[config.mk]
export PLATFORM = sky130hd
export DESIGN_NAME = ldpc_codeword_packer
export DESIGN_NICKNAME = d
export VERILOG_FILES = /design/src/rtl/ldpc_codeword_packer.sv
export SDC_FILE = /design/constraint.sdc
export NUM_CORES = 2
export LEC_CHECK = 0
export ABC_AREA = 1
export BUFFER_PORTS_ARGS = -buffer_cell sky130_fd_sc_hd__buf_2
export CAP_MARGIN = 20
export CORE_MARGIN = 10
export CORE_UTILIZATION = 48
export CTS_CLUSTER_DIAMETER = 60
export DETAILED_ROUTE_END_ITERATION = 10
export PLACE_DENSITY_LB_ADDON = 0.05
export REMOVE_ABC_BUFFERS = 1
export SLEW_MARGIN = 30
export SYNTH_ARGS = -nofsm -noshare
export SYNTH_HDL_FRONTEND = slang
export SYNTH_SLANG_ARGS = --single-unit
[constraint.sdc]
create_clock -name clk -period 10.4 [get_ports clk]
set_input_delay 0.52 -clock clk [delete_from_list [all_inputs] [get_ports clk]]
set_output_delay 0.52 -clock clk [all_outputs]
set_load 0.005 [all_outputs]
[src/rtl/ldpc_codeword_packer.sv]
// Captures one LDPC codeword burst and repacks its valid bits LSB-first onto a valid/ready word stream.
// Optional LDPC_PACKER_STATS_EN adds frame_cnt/drop_cnt outputs.
module ldpc_codeword_packer #(
  parameter int MAX_BLOCK_SIZE = 64,
  parameter int MAX_COLS       = 32,
  parameter int OUT_WIDTH      = 32
) (
  input  logic                                clk,
  input  logic                                rst,
  input  logic                                enc_done,
  input  logic [MAX_BLOCK_SIZE-1:0]           enc_data,
  input  logic [$clog2(MAX_COLS+1)-1:0]       cols_cfg,
  input  logic [$clog2(MAX_BLOCK_SIZE)-1:0]   block_size_cfg,
  output logic                                out_valid,
  input  logic                                out_ready,
  output logic [OUT_WIDTH-1:0]                out_data,
  output logic                                out_last,
  output logic                                busy,
  output logic                                frame_err
`ifdef LDPC_PACKER_STATS_EN
  ,
  output logic [15:0]                         frame_cnt,
  output logic [15:0]                         drop_cnt
`endif
);

  localparam int CW    = $clog2(MAX_COLS + 1);
  localparam int BSW   = $clog2(MAX_BLOCK_SIZE);
  localparam int BV    = BSW + 1;
  localparam int IW    = (MAX_COLS > 1) ? $clog2(MAX_COLS) : 1;
  localparam int ACC_W = OUT_WIDTH + MAX_BLOCK_SIZE;
  localparam int FW    = $clog2(ACC_W + 1);

  typedef enum logic [1:0] {S_IDLE, S_CAPTURE, S_DRAIN} state_t;

  // Stream handshake: a word moves when out_valid & out_ready; while stalled the
  // word and its last flag hold, and out_valid only falls after a transfer.
  state_t                     state_q;
  logic [IW-1:0]              beat_q;
  logic [CW-1:0]              blk_q;
  logic [CW-1:0]              cols_q;
  logic [BV-1:0]              bs_q;
  logic [ACC_W-1:0]           acc_q;
  logic [FW-1:0]              fill_q;
  logic                       skip_q;
  logic                       out_valid_q;
  logic                       out_last_q;
  logic [OUT_WIDTH-1:0]       out_data_q;
  logic                       busy_q;
  logic                       frame_err_q;
  logic [MAX_BLOCK_SIZE-1:0]  buf_q [MAX_COLS];
`ifdef LDPC_PACKER_STATS_EN
  logic [15:0]                frame_cnt_q;
  logic [15:0]                drop_cnt_q;
`endif

  logic [CW-1:0]              cfg_cols, eff_cols, blk_v, blk_n;
  logic [BV-1:0]              cfg_bs, eff_bs;
  logic                       start, cap_beat, append, drop_start;
  logic                       slot_free, all_app, load, load_last;
  logic [IW-1:0]              wr_idx;
  logic [MAX_BLOCK_SIZE-1:0]  blk_src, masked;
  logic [ACC_W-1:0]           acc_v, acc_n;
  logic [FW-1:0]              fill_v, fill_n;

  always_comb begin
    cfg_cols   = (cols_cfg == '0) ? CW'(MAX_COLS) : cols_cfg;
    cfg_bs     = (block_size_cfg == '0) ? BV'(MAX_BLOCK_SIZE) : {1'b0, block_size_cfg};
    eff_cols   = (state_q == S_IDLE) ? cfg_cols : cols_q;
    eff_bs     = (state_q == S_IDLE) ? cfg_bs : bs_q;
    start      = (state_q == S_IDLE) && enc_done && !skip_q;
    cap_beat   = start || ((state_q == S_CAPTURE) && enc_done);
    drop_start = (state_q == S_DRAIN) && enc_done && !skip_q;
    wr_idx     = start ? '0 : beat_q;

    // Blocks are appended straight from enc_data during capture so the first
    // word is ready as soon as the burst ends; the rest come from the buffer.
    blk_src = (state_q == S_DRAIN) ? buf_q[IW'(blk_q)] : enc_data;
    masked  = blk_src & ~({MAX_BLOCK_SIZE{1'b1}} << eff_bs);
    append  = ((state_q == S_DRAIN) || cap_beat) && (blk_q < eff_cols) &&
              (fill_q < FW'(OUT_WIDTH));

    acc_v  = acc_q;
    fill_v = fill_q;
    blk_v  = blk_q + CW'(1);
    blk_n  = blk_q;
    if (append) begin
      acc_v  = acc_q | (ACC_W'(masked) << fill_q);
      fill_v = fill_q + FW'(eff_bs);
      blk_n  = blk_v;
    end
    all_app   = (blk_n == eff_cols);
    slot_free = !out_valid_q || out_ready;
    load      = (state_q == S_DRAIN) && slot_free && !(out_valid_q && out_last_q) &&
                ((fill_v >= FW'(OUT_WIDTH)) || (all_app && (fill_v != '0)));
    load_last = all_app && (fill_v <= FW'(OUT_WIDTH));
    acc_n     = load ? (acc_v >> OUT_WIDTH) : acc_v;
    fill_n    = fill_v;
    if (load) fill_n = (fill_v > FW'(OUT_WIDTH)) ? (fill_v - FW'(OUT_WIDTH)) : '0;
  end

  always_ff @(posedge clk) begin
    if (cap_beat) buf_q[wr_idx] <= enc_data;
  end

  always_ff @(posedge clk or posedge rst) begin
    if (rst) begin
      state_q     <= S_IDLE;
      beat_q      <= '0;
      blk_q       <= '0;
      cols_q      <= '0;
      bs_q        <= '0;
      acc_q       <= '0;
      fill_q      <= '0;
      skip_q      <= 1'b0;
      out_valid_q <= 1'b0;
      out_last_q  <= 1'b0;
      out_data_q  <= '0;
      busy_q      <= 1'b0;
      frame_err_q <= 1'b0;
`ifdef LDPC_PACKER_STATS_EN
      frame_cnt_q <= '0;
      drop_cnt_q  <= '0;
`endif
    end else begin
      // A burst that starts while draining is ignored until enc_done falls.
      if (!enc_done)       skip_q <= 1'b0;
      else if (drop_start) skip_q <= 1'b1;

      case (state_q)
        S_IDLE: begin
          if (start) begin
            cols_q      <= cfg_cols;
            bs_q        <= cfg_bs;
            frame_err_q <= 1'b0;
            busy_q      <= 1'b1;
            acc_q       <= acc_n;
            fill_q      <= fill_n;
            blk_q       <= blk_n;
            beat_q      <= IW'(1);
            state_q     <= (MAX_COLS == 1) ? S_DRAIN : S_CAPTURE;
          end
        end
        S_CAPTURE: begin
          if (enc_done) begin
            acc_q  <= acc_n;
            fill_q <= fill_n;
            blk_q  <= blk_n;
            if (beat_q == IW'(MAX_COLS - 1)) begin
              beat_q  <= '0;
              state_q <= S_DRAIN;
            end else begin
              beat_q <= beat_q + IW'(1);
            end
          end else begin
            frame_err_q <= 1'b1;
            busy_q      <= 1'b0;
            acc_q       <= '0;
            fill_q      <= '0;
            blk_q       <= '0;
            beat_q      <= '0;
            state_q     <= S_IDLE;
`ifdef LDPC_PACKER_STATS_EN
            drop_cnt_q  <= drop_cnt_q + 16'd1;
`endif
          end
        end
        S_DRAIN: begin
          acc_q  <= acc_n;
          fill_q <= fill_n;
          blk_q  <= blk_n;
          if (load) begin
            out_valid_q <= 1'b1;
            out_data_q  <= acc_v[OUT_WIDTH-1:0];
            out_last_q  <= load_last;
          end else if (out_valid_q && out_ready) begin
            out_valid_q <= 1'b0;
            if (out_last_q) begin
              out_last_q <= 1'b0;
              busy_q     <= 1'b0;
              acc_q      <= '0;
              fill_q     <= '0;
              blk_q      <= '0;
              state_q    <= S_IDLE;
`ifdef LDPC_PACKER_STATS_EN
              frame_cnt_q <= frame_cnt_q + 16'd1;
`endif
            end
          end
          if (drop_start) begin
            frame_err_q <= 1'b1;
`ifdef LDPC_PACKER_STATS_EN
            drop_cnt_q  <= drop_cnt_q + 16'd1;
`endif
          end
        end
        default: state_q <= S_IDLE;
      endcase
    end
  end

  assign out_valid = out_valid_q;
  assign out_data  = out_data_q;
  assign out_last  = out_last_q;
  assign busy      = busy_q;
  assign frame_err = frame_err_q;
`ifdef LDPC_PACKER_STATS_EN
  assign frame_cnt = frame_cnt_q;
  assign drop_cnt  = drop_cnt_q;
`endif

endmodule

==> reports/metrics.yaml <==
run_status:
  status: "completed"
floorplanning:
  dieArea_um2: 228000
  ios: 116
  num_rows: 167
  fp.dieW_um: 477
  core-area_um2: 208000
  start_util: 0.484
  die_h_um: 477
route:
  dr.first_iter.drc_count: 7808
  drc: 0
  viasPerCell: 5.62
  drt-total-wl_um: 337000
  vias: 73600
  wl_per_cell_um: 25.7
  first_pass_iters: 7
  antenna_left: 0
synthesis:
  synthMuxAreaShare: 0
  synth_top_area_frac: 0.612
  synth_xor_area_frac: 0.00139
  synth-warning-count: 0
  yosysMostFrequentCell: "nand2_1"
  synth_edf_count: 2048
  ys_ff_latch: 2214
  ys_top_cells_by_area: "edfxtp_1 (61%), nand2_1 (12%), nand3_1 (7.6%), dfrtp_1 (4.1%), inv_1 (3.4%)"
  synth_top_family_by_area: "simple AND/OR/NAND/NOR gates"
  synth_fa_ha_area_frac: 0.00257
  async_reset_ff_frac: 0.0750
  netlist.top_cell.by_area: "edfxtp_1"
  synth_cell_type_count: 44
  avgSynthCellArea_um2: 9.88
  synthCells: 10200
  synth-compound-area-share: 0.0500
  synthesis.area_um2: 100000
  yosysSeqAreaShare: 0.654
  ys.flop_type: "edfxtp_1"
  synth_commonest_cells: "nand2_1 (3,083), edfxtp_1 (2,048), nand3_1 (1,535), inv_1 (898), nor2_1 (778)"
  synth_simple_gate_area_share: 0.230
setup_path:
  r2r_cells: 23
  r2r-start: "state_q[0]"
  worstPathRequired_ns: 11.13
  cp.arrival_ns: 6.88
  crit_type: "reg2reg"
  cp_slowest_cell: "ha_1"
  cp_slowest_stage_delay_ns: 0.69
  cp_cell_sequence: "inv_1, ha_1, o21ai_0, inv_1, ha_1, a21oi_1, o21a_1, a21boi_1, nand3_2, clkinv_2, nand2_1, nand2_1, xor2_1, nand2_1, nor2_2, nand3_1, nand2_1, nand2_4, inv_4, buf_4, nand3_1, nand3_1, o21ai_0"
  start_kind: "flop"
  cp_num_buf_inv: 5
  path_delay_family: "buffers and inverters"
  worstPathMaxFanout: 66
  reg2reg_slack_ns: 4.25
  cp_common_cell: "nand2_1"
  worstSetupStartpoint: "state_q[0]"
  cp-end-kind: "flop"
  timing.rr.end: "acc_q[14]"
finish:
  drive_gt1_frac: 0.0781
  syn2layout_area_growth_pct: 10.6
  fin_nets: 10200
min_path:
  holdPathEnd: "buf_q[0][15]"
  min_from: "enc_data[15]"
  hold_depth: 1
  hold_class: "in2reg"
placed_design:
  port_buffers: 115
  hpwl_um: 190000
  dp_slack_ns: 3.88
  routabilityCongestion: 0.987
timing:
  skew_ns: 0.0472
  finalSetupViolations: 0
  timing.final.crit_share: 0.591
  slew_headroom: 0.304
  worst_pin_slew_ns: 1.04
  min_period_ns: 6.15
  tns_ns: 0
  hold_viol: 0
  rsz0062_at_grt: "false"
  max_freq_mhz: 163
  maxSlewViolCount: 0
  setup_ws_ns: 4.25
cts:
  clk_pin_slew_ns: 0.06
  cts_resized: 0
  cts_max_level: 4
  cts_root_buf: "clkbuf_16"
  ctsLongestPathBuffers: 3
  cts_tree: "done"
  insertion_delay_ns: 0.90
  cts_setup_buffers: 0
  numCtsBuffers: 236
  clkSinkCount: 2214
global_routing:
  grt_pass1_wl_um: 488000
  overflow: 0
  grt_pass1_vias: 68500
  antenna_found_initial: 14
  grt_max_degree: 157
  grt_usage: 0.287
pwr:
  p_total_w: 0.0291
  power.internal_w: 0.0175
  seqPwrFrac: 0.361
  power_frac_clock: 0.276
  powerDensity_nw_per_um2: 262
  ir_drop_v: 0.000208
  switching_share: 0.398
  p_switching_w: 0.0116
  leakagePower_nw: 44.2
  pwr-share-comb: 0.363
flow_run:
  drv_cap: 0
==> stage by stage <==
stage / utilization / hold slack [ns] / cell area, µm² / std cells
6_report: 0.535 / 0.157 / 111000 / 13100
5_1_grt: 0.535 / 0.142 / 111000 / 13100
4_1_cts: 0.534 / 0.0961 / 111000 / 13100
3_5_place_dp: 0.499 / 0.466 / 104000 / 12600
3_3_place_gp: 0.498 / 0.462 / 103000 / 12600
2_1_floorplan: - / 0.442 / 97600 / 9562
==> layout by cell type (no fill, tap or decap), types with 15 or more instances in the layout <==
cell type      netlist  layout
or2_2              110     110
o211ai_1           172     172
o21ai_0            484     484
buf_2              229     115
nor2_1             778     743
buf_12               0      15
inv_1              898     891
nand2_1           3083    3083
nor2_4               1      34
buf_4               60     133
clkbuf_1           235      74
clkinv_2             0      23
dlygate4sd3_1        0      15
dfrtp_1            166     156
clkbuf_16            0     240
o21ai_1             28      26
nand4_1             15      15
nand3_1           1535    1534
o22ai_1             16      16
a31oi_1             35      34
a22oi_2             28      28
edfxtp_1          2048    2048
clkinv_1            11      65
a21oi_1             73      73
ha_1                19      18
==> cell families (layout without fill, tap and decap cells) <==
family,count (synthesis),count (layout)
fa+ha+maj,20,20
simple gates,5540,5540
flops,2214,2214
buf+inv,1523,1648
compound gates,853,853
other cells,0,5
xor+xnor,16,16
==> layer usage <==
layer / share of wire / global-route usage
met5: 0.00020 / 0
met1: 0.42 / 0.397
met3: 0.068 / 0.0412
met4: 0.038 / 0.101
met2: 0.47 / 0.464
==> state kept, by name (all words and copies together), names as in the netlist, 2 cells and up <==
name	count
acc_q	96
beat_q	5
blk_q	6
bs_q	7
buf_q	2048
cols_q	6
fill_q	7
out_data	32
state_q	2
==> worst reg2reg max path: cells and delay by family (launching register included) <==
family | cells | cell delay (ns)
flip-flops | 1 | 0.41
XOR/XNOR | 1 | 0.16
buffers and inverters | 5 | 1.96
adder cells (fa/ha/maj) | 2 | 0.94
AND/OR/NAND/NOR | 10 | 1.61
AO/OA/AOI/OAI | 5 | 0.90
==> area by class of cell <==
type                    count  area [µm²]
clock inverters           106         813
diodes                      5        12.5
well taps                2788        3490
fillers                 18500       96600
multi-input cells        6429       28800
repair buffers            295        2350
inverters                 919        3500
clock buffers             328        6480
flip-flops and latches   2214       65700
==> worst max-delay path by stage <==
| stage | endpoint | slack (ns) | depth (start not counted) |
|---|---|---|---|
| 6_report | acc_q[14] | 4.25 | 23 |
| 3_5_place_dp | acc_q[15] | 3.88 | 23 |
| 5_1_grt | acc_q[31] | 3.60 | 24 |
| 4_1_cts | acc_q[14] | 3.83 | 23 |
| 2_1_floorplan | fill_q[0] | -46.21 | 15 |
| 3_3_place_gp | acc_q[18] | 3.94 | 23 |
==> power by group through the flow <==
stage	clock network [W]	logic (W)	registers, W
6_report	0.00802	0.0106	0.0105
5_1_grt	0.00848	0.0116	0.0105
2_1_floorplan	0	0.00698	0.0110
3_3_place_gp	0	0.0104	0.0107
3_5_place_dp	0	0.0104	0.0107
4_1_cts	0.00813	0.0104	0.0105
==> timing repair <==
| item | 4_1_cts | 5_1_grt |
|---|---|---|
| setup endpoints to repair | 0 | 0 |
| hold buffers | 15 | 0 |
| hold endpoints to repair | 115 | 0 |
No activity file was read; power rests on OpenSTA's default activity.
